## config.mk

```make
export PLATFORM = sky130hd
export DESIGN_NAME = bus_peripheral
export DESIGN_NICKNAME = d
export VERILOG_FILES = /design/src/rtl/bus_peripheral.sv
export SDC_FILE = /design/constraint.sdc
export NUM_CORES = 1
export LEC_CHECK = 0
export ABC_AREA = 1
export BUFFER_PORTS_ARGS = -buffer_cell sky130_fd_sc_hd__buf_2
export CAP_MARGIN = 20
export CORE_MARGIN = 4
export CORE_UTILIZATION = 62
export DETAILED_ROUTE_END_ITERATION = 10
export PLACE_DENSITY = 0.86
export REMOVE_ABC_BUFFERS = 1
export SLEW_MARGIN = 10
export SYNTH_ARGS = -nofsm -noshare
export SYNTH_HDL_FRONTEND = slang
export SYNTH_SLANG_ARGS = --single-unit
```

## constraint.sdc

```tcl
create_clock -name clk -period 10.4 [get_ports clk]
set_clock_uncertainty 0.2 [all_clocks]
set_input_delay 2.08 -clock clk [delete_from_list [all_inputs] [get_ports clk]]
set_output_delay 2.08 -clock clk [all_outputs]
set_load 0.05 [all_outputs]
```

## src/rtl/bus_peripheral.sv

```systemverilog
`default_nettype none
// ============================================================================
// Module  : bus_peripheral
// Brief   : MEM-stage memory-mapped slave with timer, LEDs, switches, UART TX.
// Revision: 1.0 - initial release
// ============================================================================
module bus_peripheral #(
  parameter int CLKS_PER_BIT = 5208
) (
  input  logic        clk,
  input  logic        reset,
  input  logic [31:0] iMemAddr,
  input  logic        iMemRead,
  input  logic        iMemWrite,
  input  logic [31:0] iMemWriteData,
  output logic [31:0] oMemReadData,
  input  logic [7:0]  iSwitch,
  output logic [7:0]  oLed,
  output logic        oUartTx,
  output logic        oInterrupt
);

  localparam logic [15:0] BIT_LAST = 16'(CLKS_PER_BIT - 1);

  localparam logic [2:0] OFF_TH     = 3'd0;
  localparam logic [2:0] OFF_TL     = 3'd1;
  localparam logic [2:0] OFF_TCON   = 3'd2;
  localparam logic [2:0] OFF_LED    = 3'd3;
  localparam logic [2:0] OFF_SWITCH = 3'd4;
  localparam logic [2:0] OFF_TXD    = 3'd6;
  localparam logic [2:0] OFF_UCON   = 3'd7;

  typedef enum logic [1:0] {
    ST_IDLE  = 2'd0,
    ST_START = 2'd1,
    ST_DATA  = 2'd2,
    ST_STOP  = 2'd3
  } uart_state_t;

  // Bus decode
  logic       sel;
  logic [2:0] off;
  logic       wr_th, wr_tl, wr_tcon, wr_led, wr_txd, wr_ucon, rd_ucon;
  logic       unused_addr_lsbs;

  assign sel     = (iMemAddr[31:5] == 27'h2000000);
  assign off     = iMemAddr[4:2];
  assign wr_th   = iMemWrite & sel & (off == OFF_TH);
  assign wr_tl   = iMemWrite & sel & (off == OFF_TL);
  assign wr_tcon = iMemWrite & sel & (off == OFF_TCON);
  assign wr_led  = iMemWrite & sel & (off == OFF_LED);
  assign wr_txd  = iMemWrite & sel & (off == OFF_TXD);
  assign wr_ucon = iMemWrite & sel & (off == OFF_UCON);
  assign rd_ucon = iMemRead  & sel & (off == OFF_UCON);
  assign unused_addr_lsbs = ^iMemAddr[1:0];

  // Timer and LED registers
  logic [31:0] th;
  logic [31:0] tl;
  logic [2:0]  tcon;
  logic [7:0]  led;
  logic        tl_wrap;

  assign tl_wrap = (tl == 32'hFFFF_FFFF);

  always_ff @(posedge clk or posedge reset) begin
    if (reset) begin
      th   <= '0;
      tl   <= '0;
      tcon <= '0;
      led  <= '0;
    end else begin
      if (wr_th) th <= iMemWriteData;
      if (wr_tl)
        tl <= iMemWriteData;
      else if (tcon[0])
        tl <= tl_wrap ? th : tl + 32'd1;
      if (wr_tcon)
        tcon <= iMemWriteData[2:0];
      else if (tcon[0] && tl_wrap && tcon[1])
        tcon[2] <= 1'b1;
      if (wr_led) led <= iMemWriteData[7:0];
    end
  end

  // UART transmitter state
  uart_state_t state, state_n;
  logic [15:0] cnt, cnt_n;
  logic [2:0]  idx, idx_n;
  logic [7:0]  shift, shift_n;
  logic [7:0]  buf_data, buf_n;
  logic        full, full_n;
  logic        done, done_n;
  logic        tx, tx_n;
  logic        ucon_ie;
  logic        bit_end;
  logic        take;
  logic        set_done;

  assign bit_end = (cnt == BIT_LAST);

  always_ff @(posedge clk or posedge reset) begin
    if (reset) begin
      state    <= ST_IDLE;
      cnt      <= '0;
      idx      <= '0;
      shift    <= '0;
      buf_data <= '0;
      full     <= 1'b0;
      done     <= 1'b0;
      tx       <= 1'b1;
      ucon_ie  <= 1'b0;
    end else begin
      state    <= state_n;
      cnt      <= cnt_n;
      idx      <= idx_n;
      shift    <= shift_n;
      buf_data <= buf_n;
      full     <= full_n;
      done     <= done_n;
      tx       <= tx_n;
      if (wr_ucon) ucon_ie <= iMemWriteData[3];
    end
  end

  always_comb begin
    state_n  = state;
    cnt_n    = cnt;
    idx_n    = idx;
    shift_n  = shift;
    buf_n    = buf_data;
    full_n   = full;
    done_n   = done;
    take     = 1'b0;
    set_done = 1'b0;

    case (state)
      ST_IDLE: begin
        cnt_n = '0;
        if (full) begin
          take    = 1'b1;
          state_n = ST_START;
        end
      end
      ST_START: begin
        if (bit_end) begin
          cnt_n   = '0;
          idx_n   = '0;
          state_n = ST_DATA;
        end else begin
          cnt_n = cnt + 16'd1;
        end
      end
      ST_DATA: begin
        if (bit_end) begin
          cnt_n = '0;
          if (idx == 3'd7) begin
            state_n = ST_STOP;
          end else begin
            idx_n   = idx + 3'd1;
            shift_n = shift >> 1;
          end
        end else begin
          cnt_n = cnt + 16'd1;
        end
      end
      ST_STOP: begin
        if (bit_end) begin
          cnt_n    = '0;
          set_done = 1'b1;
          if (full) begin
            take    = 1'b1;
            state_n = ST_START;
          end else begin
            state_n = ST_IDLE;
          end
        end else begin
          cnt_n = cnt + 16'd1;
        end
      end
      default: begin
        state_n = ST_IDLE;
        cnt_n   = '0;
      end
    endcase

    if (take) begin
      shift_n = buf_data;
      full_n  = 1'b0;
    end

    // The slot vacated by a transfer to the shift register can be refilled on the same edge
    if (wr_txd && (!full || take)) begin
      buf_n  = iMemWriteData[7:0];
      full_n = 1'b1;
    end

    if (rd_ucon)  done_n = 1'b0;
    if (set_done) done_n = 1'b1;

    case (state_n)
      ST_START: tx_n = 1'b0;
      ST_DATA:  tx_n = shift_n[0];
      default:  tx_n = 1'b1;
    endcase
  end

  // Read path
  logic [3:0] ucon;
  assign ucon = {ucon_ie, done, full, (state != ST_IDLE)};

  always_comb begin
    oMemReadData = '0;
    if (iMemRead && sel) begin
      case (off)
        OFF_TH:     oMemReadData = th;
        OFF_TL:     oMemReadData = tl;
        OFF_TCON:   oMemReadData = {29'd0, tcon};
        OFF_LED:    oMemReadData = {24'd0, led};
        OFF_SWITCH: oMemReadData = {24'd0, iSwitch};
        OFF_UCON:   oMemReadData = {28'd0, ucon};
        default:    oMemReadData = '0;
      endcase
    end
  end

  assign oLed       = led;
  assign oUartTx    = tx;
  assign oInterrupt = tcon[2] | (ucon_ie & done);

endmodule
`default_nettype wire

```

### Word-level counts from Yosys, hierarchy flattened

Cells that the tools add are included.
Widths: inputs -> output; s select.

* add/sub/neg operators: 3
* mux-type cells: 34
* bitwise logic cells: 11
* eq/ne operators: 19
* reduce and logical (&&, ||, !) cells: 19

Operators with widths (count)
* $pmux 32 s6: 1
* $mux 32: 4
* $add 32x1->32 const B: 1
* $eq 32x32->1 const B: 1
* $mux 8: 4
* $pmux 16 s2: 1
* $eq 27x26->1 const B: 1
* $add 16x1->16 const B: 1
* $eq 16x13->1 const B: 1
* $mux 16: 1
* $reduce_bool 2->1: 8
* $eq 3x3->1 const B: 4
* $mux 1: 11
* $and 1x1->1: 10
* $mux 2: 5
* $mux 3: 3
* $ne 2x2->1 const B: 4
* $pmux 2 s4: 1
* $eq 2x2->1 const B: 3
* $eq 3x2->1 const B: 2
* $pmux 3 s2: 1
* $eq 2x1->1 const B: 2
* $logic_and 1x1->1: 4
* $pmux 1 s2: 2
* 10 further kinds: 10

* word-level logic and storage cells: 101
* register bits after elaboration: 116
* input bits: 76

### Longest topological paths before layout

* depth after elaboration: 6
* gate-level depth with buffers: 13

### Least setup slack after synthesis

OpenSTA, ideal clock, no wires.

* path type: input -> output
* from: in iMemAddr[28]
* to: out oMemReadData[22]
* path slack: 4.362 ns
* cell stages on the path: 8
* path buffers: 1
* arrival: 3.758 ns
* cell sequence: nor2_1 -> nand2_1 -> nor2_1 -> nand2_1 -> nor2_4 -> o311ai_2 -> clkbuf_1 -> a21oi_1

* word-level cells in the longest chain between the ends: 3

RTL lines
* from (decl): RTL line 12 `input logic [31:0] iMemAddr,`
* $eq 27x26->1: RTL line 46 `assign sel = (iMemAddr[31:5] == 27'h2000000);`
* $logic_and 1x1->1: RTL line 214 `if (iMemRead && sel) begin`
* $mux 32: RTL line 214
* to (decl): RTL line 16 `output logic [31:0] oMemReadData,`

Every way passes these cells.

### Final worst setup path

* from: in iMemAddr[3]
* to: out oMemReadData[26]

* word-level cells in the longest chain between the ends: 3

RTL lines
* $eq 3x3->1, or another cell as far along: RTL line 215 `case (off)`
* $pmux 32 s6 *: RTL line 215
* $mux 32 *: RTL line 214

Every way passes the cells marked *; elsewhere a longest branch is shown, timed or not.

==> run summary <==
commonest non-fill, non-tap cell in the layout = nand2_1
Fin Setup TNS = 0 ns
RR Endpoint = tcon[2]
max layer used = met4
Worst R2R Setup Slack = 7.94 ns
DRC violations left = 0
metal2 WL = 9.78 mm
Post-DRT Antenna Nets = 0
via count of the first global-routing pass = 7143
pin count of the biggest net entering global routing = 80
CP required = 8.12 ns
multi-input logic area = 3950 µm²
wire per inst = 15.5 µm
Core Box Area = 11600 µm²
register area = 2900 µm²
Min Clock Period, post-route = 6.62 ns
root buffer cell = clkbuf_16
most frequent cells in the layout = 319 x nand2_1, 134 x nand3_1, 115 x dfrtp_1, 115 x buf_2, 114 x inv_1
delay-heaviest family, CP = buffers and inverters
power per cell area = 118 nW/µm²
Data arrival, critical path = 4.34 ns
WL final = 20.4 mm
RSZ-0062 raised after global routing = false
Tot GR Track Use = 29.6%
latest clock arrival within the worst-skew pair = 0.43 ns
layout filler cell count = 935
Worst-path clk slew = 0.05 ns
Final Cycle Share = 63.7%
FF-to-FF path depth = 10
EDFF count, synth = 0
adder-cell share of the synthesized area = 1.51%
register bit total from synthesis = 116
slowest CP cell = inv_2
Mapped Area = 7460 µm²
die span in y = 118 µm
hold-fix buffers at CTS = 0
Hold Crit Depth = 1
Synth Area in Compound Gates = 11.7%
met3 WL post-DR = 1.70 mm
H-tree depth = 4
worst setup path class = in2out
largest family of logic cells by synthesized area = simple AND/OR/NAND/NOR gates
multiplexer area fraction after synthesis = 0%
max-cap viol count = 0
GPL Wtd Cong = 0.945
Worst Path Buf+Inv = 3
remaining global-route overflow = 0
sequential power share = 44.4%
Synth async-reset ratio = 100%
Vias/cell = 5.72
final setup fails = 0
# rows = 39
Ys Warns = 0
diodes inserted = 0
Setup WS post-layout = 3.78 ns
post-cts resize count = 0
synth unique cells = 47
CTS tree = built
CP max stage delay = 0.66 ns
Max IR drop VDD = 0.119 mV
Crit Path Max Fanout = 28
Initial Util = 64.3%
Setup WS pre-CTS = 3.89 ns
internal power = 0.000788 W
fmax = 0.151 GHz
Hold Fails Final Rpt = 0
wire length on met1 = 8.43 mm
XOR/XNOR Fraction of Synth Area = 2.46%
status = complete, no violations
R2R Path Start = tl[1]
post-synthesis sequential area ratio = 38.9%
worst path cell trace = buf_2 > nor2_1 > nand2_1 > inv_2 > nand2_1 > a21oi_1 > buf_2
Clock Path Buffers = 2
Slew HR = 27.0%
fin. max-slew vios = 0
Lkg Pwr = 4.26 nW
die span in x = 118 µm
ys flop type = dfrtp_1
Synth Area per Inst = 7.09 µm²
Worst-Margin Slew = 1.09 ns
Setup crit end kind = output pin
Sw Share = 22.6%
post-synthesis simple-gate area fraction = 37.1%
total clock buffers created by CTS = 17
1st-pass router iterations = 5
Worst Hold Path EP = cnt[0]
first-pass GRT wire length = 33.8 mm
hpwl dp = 13.8 mm
layout cell share with drive strength beyond 1 = 18.3%
CP Launch Type = input pin
initial antenna violation count = 0
Die ar. = 13900 µm²
Final Util = 74.6%
vias = 7515
hold crit path type = reg2reg
Logic pwr share = 4.5%
clk sinks = 116
fin nets = 1245
num ports = 118
DR iter-0 viols = 860
NetSw = 0.000231 W
IO buf count = 115
Gate Count Post-Synth = 1053
hold path startpoint = cnt[0]
Setup Buffers After CTS = 0
Clock power frac = 51.2%
P&R area growth vs syn = 16.1%
[power by group through the flow]
stage	clock network (W)	logic, W	registers, W
2_1_floorplan	0	0.0000188	0.000460
5_1_grt	0.000546	0.0000504	0.000452
6_report	0.000521	0.0000455	0.000452
3_5_place_dp	0	0.0000453	0.000460
3_3_place_gp	0	0.0000447	0.000460
4_1_cts	0.000521	0.0000456	0.000452
[per-stage QoR]
stage	instances	total power, W	hold slack [ns]	cell area [µm²]
global route	1313	0.00105	0.296	8670
finish	1313	0.00102	0.264	8670
CTS	1311	0.00102	0.263	8610
global placement	1282	0.000504	0.250	8090
detailed placement	1282	0.000505	0.257	8090
floorplan	1021	0.000478	0.233	7300
[cells in the mapped netlist (2+ instances only)]
| master | instances | area share (%) |
|---|---|---|
| nand2_1 | 319 | 16 |
| nand3_1 | 134 | 9.0 |
| dfrtp_1 | 115 | 39 |
| inv_1 | 115 | 5.8 |
| nor2_1 | 80 | 4.0 |
| o21ai_0 | 59 | 4.0 |
| a21oi_1 | 36 | 2.4 |
| o21ai_2 | 25 | 2.9 |
| nand4_1 | 15 | 1.3 |
| clkbuf_1 | 14 | 0.70 |
| buf_2 | 13 | 0.87 |
| o21ai_1 | 11 | 0.74 |
| xnor2_1 | 11 | 1.3 |
| nor3_1 | 10 | 0.67 |
| xor2_1 | 10 | 1.2 |
| ha_1 | 9 | 1.5 |
| nor2_4 | 8 | 1.2 |
| nand3b_1 | 7 | 0.70 |
| nor2_2 | 7 | 0.59 |
| nand2_2 | 6 | 0.50 |
| a221oi_1 | 5 | 0.59 |
| buf_6 | 4 | 0.60 |
| nand2_4 | 4 | 0.60 |
| nor4_1 | 4 | 0.34 |
| clkinv_1 | 3 | 0.15 |
| nand3_2 | 3 | 0.40 |
| nand3_4 | 3 | 0.70 |
| a211oi_1 | 2 | 0.20 |
| a22o_1 | 2 | 0.23 |
| inv_2 | 2 | 0.10 |
[worst register-to-register path: cells and delay by family (launching register included)]
kind | cells | cell delay, ns
buf+inv | 1 | 0.27
fa+ha+maj | 1 | 0.23
flops | 1 | 0.41
simple gates | 8 | 1.25
[sequential cells by signal, summed over array words and instances, names as in the netlist, 2 cells and up]
name	flops
th	32
tl	32
cnt	16
buf_data	8
oLed	8
shift	8
idx	3
tcon	3
state	2
[how the worst max path moves through the flow]
stage	start	to	cells past startpoint	slack, ns
4_1_cts	iMemAddr[3]	oMemReadData[26]	7	3.84
5_1_grt	iMemAddr[3]	oMemReadData[26]	7	3.69
3_3_place_gp	iMemAddr[3]	oMemReadData[1]	7	3.89
3_5_place_dp	iMemAddr[3]	oMemReadData[1]	7	3.89
6_report	iMemAddr[3]	oMemReadData[26]	7	3.78
2_1_floorplan	iMemAddr[3]	oMemReadData[0]	5	3.81
[final cells by class]
| cell class | instances | area share, % |
|---|---|---|
| clock buffer | 23 | 5.63 |
| multi-input combinational | 784 | 45.6 |
| inverter | 121 | 5.28 |
| tap | 143 | 2.06 |
| timing repair buffer | 120 | 7.54 |
| clock inverter | 6 | 0.347 |
| sequential | 116 | 33.5 |
[layer usage]
layer / track usage [%] / up-vias
met1: 38.9 / 3466
li1: - / 3644
met4: 10.4 / 0
met3: 6.20 / 41
met5: 0 / -
met2: 48.8 / 364
[kinds of logic after synthesis]
logic type | count (synthesis)
adders and majority gates | 9
AOI/OAI and AO/OA | 145
and+or+nand+nor | 609
xor gates and xnor gates | 21
buffers and inverters | 153
DFF | 116
Power figures use the tool's default switching activity.
